<file path="src/rtl/id_decode_regfile.sv">
// Decode stage: instruction decode plus an 8x8 register file with a write-back port.
// Define REGFILE_BYPASS_EN to forward same-cycle write-back data to the operand reads.
module id_decode_regfile #(
  parameter int unsigned            DATA_W    = 8,
  parameter logic [DATA_W-1:0]      INIT_BASE = '0
) (
  input  logic              Clk,
  input  logic              Reset,
  input  logic [7:0]        Instr,
  input  logic              Flush,
  input  logic              WB_Reg_Write,
  input  logic [2:0]        WB_RD,
  input  logic [DATA_W-1:0] WB_Data,
  output logic              Reg_Write,
  output logic              ALU_OP,
  output logic [DATA_W-1:0] Data1,
  output logic [DATA_W-1:0] Data2,
  output logic [2:0]        RD
);

  localparam int unsigned NumRegs = 8;

  typedef enum logic [1:0] {
    OpNop = 2'b00,
    OpMov = 2'b01,
    OpAdd = 2'b10,
    OpSll = 2'b11
  } opcode_e;

  logic [DATA_W-1:0] regs_q [NumRegs];

  opcode_e           opcode;
  logic [2:0]        rd_idx;
  logic [2:0]        rs_idx;
  logic [DATA_W-1:0] rd_val;
  logic [DATA_W-1:0] rs_val;

  assign opcode = opcode_e'(Instr[7:6]);
  assign rd_idx = Instr[5:3];
  assign rs_idx = Instr[2:0];

  // Reset wins over write-back so a coincident write is discarded.
  always_ff @(posedge Clk) begin
    if (Reset) begin
      for (int i = 0; i < NumRegs; i++) begin
        regs_q[i] <= INIT_BASE + DATA_W'(i);
      end
    end else if (WB_Reg_Write) begin
      regs_q[WB_RD] <= WB_Data;
    end
  end

  always_comb begin
    rd_val = regs_q[rd_idx];
    rs_val = regs_q[rs_idx];
`ifdef REGFILE_BYPASS_EN
    // Write-before-read: each operand picks up same-cycle write-back data.
    if (WB_Reg_Write && !Reset) begin
      if (WB_RD == rd_idx) rd_val = WB_Data;
      if (WB_RD == rs_idx) rs_val = WB_Data;
    end
`endif
  end

  always_comb begin
    Reg_Write = 1'b0;
    ALU_OP    = 1'b0;
    Data1     = '0;
    Data2     = '0;
    RD        = '0;
    if (!Reset && !Flush) begin
      unique case (opcode)
        OpNop: ;
        OpMov: begin
          Reg_Write = 1'b1;
          Data1     = rs_val;
          RD        = rd_idx;
        end
        OpAdd: begin
          Reg_Write = 1'b1;
          Data1     = rd_val;
          Data2     = rs_val;
          RD        = rd_idx;
        end
        OpSll: begin
          Reg_Write = 1'b1;
          ALU_OP    = 1'b1;
          Data1     = rd_val;
          Data2     = {{(DATA_W-3){1'b0}}, rs_idx};
          RD        = rd_idx;
        end
        default: ;
      endcase
    end
  end

endmodule

</file>
<file path="config.mk">
export PLATFORM = sky130hd
export DESIGN_NAME = id_decode_regfile
export DESIGN_NICKNAME = d
export VERILOG_FILES = /design/src/rtl/id_decode_regfile.sv
export SDC_FILE = /design/constraint.sdc
export NUM_CORES = 1
export LEC_CHECK = 0
export CAP_MARGIN = 20
export CORE_ASPECT_RATIO = 1.1
export CORE_UTILIZATION = 57
export DETAILED_ROUTE_END_ITERATION = 12
export DONT_BUFFER_PORTS = 1
export HOLD_SLACK_MARGIN = 0.15
export PLACE_DENSITY = 0.83
export SLEW_MARGIN = 40
export SYNTH_ARGS = -nofsm -noshare
export SYNTH_HDL_FRONTEND = slang
export SYNTH_SLANG_ARGS = --single-unit
</file>
<file path="constraint.sdc">
create_clock -name Clk -period 2.5 [get_ports Clk]
set_input_delay 0.75 -clock Clk [delete_from_list [all_inputs] [get_ports Clk]]
set_output_delay 0.75 -clock Clk [all_outputs]
set_load 0.005 [all_outputs]
</file>
[Word level (Yosys, flattened, before mapping)]
Memory sizes are Yosys's and may differ from the RTL's.
Index checks and enable logic that the tools add are counted.
Word-level totals
  flip-flop bits (word level): 0
  bits in latches: 0
  bits in writable memories: 64
  memory bits (read-only): 0
  bits of input ports: 23
  output and inout port bits: 21
  memories kept: 1
Memory list
  regs_q: words 8, bits a word 8, read ports 2, clocked after memory_dff 0, wr ports 8, RTL line 30  | logic [DATA_W-1:0] regs_q [NumRegs];
Operators by class
  add/sub/neg operators: 0
  multiply operators: 0
  divide/modulo/power cells: 0
  order comparisons: 0
  eq/ne operators: 3
  shift operators: 0
  mux-type cells: 18
  bitwise operators: 0
  reductions and logical operators: 6
Operators with widths (count)
  $pmux W8 S2: 2
  $mux W8: 3
  $mux W1: 10
  $mux W3: 3
  $reduce_or A8 Y1: 1
  $eq A2 B2 Y1 const B: 2
  $reduce_or A3 Y1: 1
  $eq A2 B1 Y1 const B: 1
  $logic_not A1 Y1: 2
  $reduce_or A2 Y1: 1
  $logic_and A1 B1 Y1: 1

[Depth between registers and ports, before layout]
Gate-level depths: netlist of run 1.
  word-level depth: 5
  gate-level depth with buffers: 6
  gate-level depth less buffers: 4

[Worst setup path before layout of run 1]
Ideal clock, no wire load.
  kind: input port to output port
  start: input port Instr[0]
  end: output port Data1[3]
  data arrival time: 1.775 ns
  required time: 1.750 ns
  path slack: -0.025 ns
  cell stages on the path: 5
  path buffers: 2
  path through: buf_6 > buf_12 > mux4_2 > mux2i_1 > o22ai_1
On the way
  word-level cells in the longest chain between the ends: 3
RTL lines
  start: declaration: RTL line 9  | input logic [7:0] Instr,
  $mem_v2 Z8 W8
  $pmux W8 S2: RTL line 72  | unique case (opcode)
  $mux W8: RTL line 71  | if (!Reset && !Flush) begin
  end: declaration: RTL line 16  | output logic [DATA_W-1:0] Data1,
Every way passes these cells.

[Worst setup path in the final report of run 1]
  start: input port Instr[0]
  end: output port Data1[0]
The elaborated chain is that of the path after synthesis.

==> flow_metrics.env, run 1 <==
export IMPL_dieWidth_um=78.69
export IMPL_totalWireLength_um=8438
export IMPL_via_per_inst=6.492
export IMPL_design_area_um2=3960
export IMPL_multiInputGateArea_um2=1702
export IMPL_grt_antenna_before_repair=0
export IMPL_grt_setup_unrepaired="no"
export IMPL_fp_dieH_um=86.36
export IMPL_maxSlewHeadroom_pct=59.62
export IMPL_first_global_vias=2482
export IMPL_overflow=0
export IMPL_fmaxAchievable_mhz=400.7
export IMPL_critPathLaunch="Instr[0]"
export IMPL_rows=30
export IMPL_worst_pin_slew_ns=0.6035
export IMPL_endpoint="Data1[0]"
export IMPL_layout_setup_ws_ns=0.004129
export IMPL_regArea_um2=1922
export IMPL_crit_type="in -> out"
export IMPL_hold_class="in -> reg"
export IMPL_drt_pass1_iter_count=5
export IMPL_hold_violations=0
export IMPL_p_per_area_nw_per_um2=566.9
export IMPL_cp_arrival_ns=1.75
export IMPL_largest_register="regs_q"
export IMPL_ys_ff_latch=64
export IMPL_grt_start_max_net_pins=34
export IMPL_post_drt_wl_per_cell_um=22.93
export IMPL_p_leak_nw=1.474
export IMPL_synth_seq_area_share_pct=52.12
export IMPL_ys_warn_count=0
export IMPL_cts_root_buffer="clkbuf_8"
export IMPL_path_max_fanout=17
export IMPL_status="completed"
export IMPL_drive_above_1_share_pct=19.44
export IMPL_coreArea_um2=6193
export IMPL_setup_viol=0
export IMPL_start_util_pct=59.54
export IMPL_dp_cells=351
export IMPL_finalMaxSlewViolations=0
export IMPL_synth_cell_types=28
export IMPL_fill_cells=456
export IMPL_start_kind="primary input"
export IMPL_worst_setup_path_end_kind="output port"
export IMPL_largest_reg_flops=64
export IMPL_netlist_area_um2=3687
export IMPL_finalCritPeriodShare_pct=99.83
export IMPL_min_path_cells=1
export IMPL_drt_iter0_drc=261
export IMPL_io_buffers=0
export IMPL_vdd_ir_drop_max_mv=0.3014
export IMPL_track_usage_pct=27.12
export IMPL_tritoncts="yes"
export IMPL_gp_congestion=0.8747
export IMPL_cts_buffers=9
export IMPL_design_portCount=44
export IMPL_dieArea_um2=6795
export IMPL_cts_hold_fix_buffers=0
export IMPL_final_cells=368
export IMPL_tns_ns=0
export IMPL_syn_nets=299
export IMPL_post_route_drc_count=0
export IMPL_fin_crit_ns=2.496
export IMPL_area_growth_pct=7.397
export IMPL_ant_nets=0
export IMPL_maxCapViolCount=0
export IMPL_synth_area_per_cell_um2=13.36
export IMPL_largest_registers="regs_q (64)"
export IMPL_crit_required_ns=1.75
export IMPL_place_area_um2=3769
export IMPL_syn_inst=276
export IMPL_post_place_ws_ns=-0.05217
export IMPL_hold_slack_ns=0.5855
export IMPL_dpl_hpwl_um=5949
export IMPL_clk_pin_slew_worst_paths_ns=0.06
export IMPL_num_vias=2389
export IMPL_diodes=0
export IMPL_clock_sinks=64
export IMPL_min_delay_start="WB_Data[2]"
export IMPL_num_nets_final=306
export IMPL_clock_path_buffers=2
export IMPL_grt_pass1_wl_um=13090
export IMPL_h_tree_depth=3
through the flow:
step                utilization [%]  total power, mW
finish                        63.94            2.245
floorplan                         -            1.510
detailed placement            60.85            1.546
global route                  63.94            2.319
CTS                           63.72            2.239
global placement              60.85            1.537
synth_stat cells, drive strengths merged:
library cell,count,share of area [%]
a22oi,16,3.3
and2,56,9.5
and3,1,0.17
buf,10,2.0
clkbuf,5,0.51
edfxtp,64,52
mux2i,40,11
mux4,16,10
nand2,14,1.4
nand2b,9,1.5
nand3,1,0.14
nand3b,1,0.20
nor2,9,0.98
nor2b,2,0.34
nor3,4,1.3
nor4,2,0.68
o21a,1,0.20
o22ai,11,1.9
or2,9,1.5
or3,4,0.68
or3b,1,0.24
repair_timing:
| action | CTS | global route |
|---|---|---|
| setup endpoints to repair | 9 | 12 |
| setup buffers | 1 | 0 |
| hold endpoints to repair | 0 | 0 |
| pin swaps | 1 | 0 |
| gates resized for setup | 3 | 4 |
critical path, stage by stage:
cell,delay [ns]
mux4_1,0.57
mux2i_2,0.26
o22ai_2,0.16
cell usage in the layout (no fill, tap or decap):
cell type | synthesis | layout
mux4_2 | 9 | 9
nor2_2 | 1 | 2
clkinv_2 | 0 | 3
o22ai_2 | 0 | 3
clkinv_1 | 0 | 3
mux4_1 | 7 | 7
or3_1 | 4 | 4
buf_4 | 2 | 11
or2_2 | 9 | 9
mux2i_2 | 0 | 1
nor2_1 | 8 | 7
o21a_1 | 1 | 1
nand2_1 | 14 | 14
or3b_2 | 1 | 1
and2_1 | 56 | 56
o22ai_1 | 11 | 8
clkbuf_8 | 0 | 9
nor2b_2 | 0 | 2
mux2i_1 | 40 | 39
clkbuf_1 | 5 | 1
nand2b_1 | 9 | 9
and3_1 | 1 | 1
edfxtp_1 | 64 | 64
nand3b_1 | 1 | 1
nand3_1 | 1 | 1
a22oi_1 | 16 | 16
nor3_4 | 1 | 1
nor4_2 | 2 | 2
nor3_2 | 3 | 3
cells by family (layout without fill, tap and decap cells):
logic type | count (synthesis) | after routing | share of synthesized area [%]
and+or+nand+nor | 113 | 113 | 18.66
AOI/OAI and AO/OA | 28 | 28 | 5.328
buffers and inverters | 15 | 27 | 2.545
muxes | 56 | 56 | 21.34
DFF | 64 | 64 | 52.12
layer usage:
metal / share of wire [%] / up-vias / global-route usage, %
li1: - / 1068 / -
met1: 37 / 1173 / 30.94
met2: 51 / 123 / 46.32
met3: 7.5 / 25 / 7.368
met4: 3.8 / 0 / 14.81
met5: 0 / - / 0
worst min-delay path by stage:
stage	to
after floorplan	regs_q[2][1]
after global placement	regs_q[6][1]
after detailed placement	regs_q[6][2]
after CTS	regs_q[6][1]
after global routing	regs_q[7][2]
final	regs_q[6][2]
cell type report:
class	count	area share (%)
Clock buffer	10	3.223
Timing Repair Buffer	11	2.085
Tap cell	80	2.528
Sequential cell	64	48.53
Multi-Input combinational cell	197	42.97
Clock inverter	6	0.6635
power by group:
part | switching [mW] | total, mW | internal [mW]
clock | 0.366 | 0.709 | 0.344
sequential | 0.0328 | 1.28 | 1.25
combinational | 0.127 | 0.253 | 0.126
total | 0.525 | 2.24 | 1.72
(Power assumes the default switching activity.)
==> inputs of run 2 (changes only) <==
- CTS_CLUSTER_SIZE: default -> 12
==> results of run 2 <==
No change in the layout: final DEF, timing and power equal those of run 1.
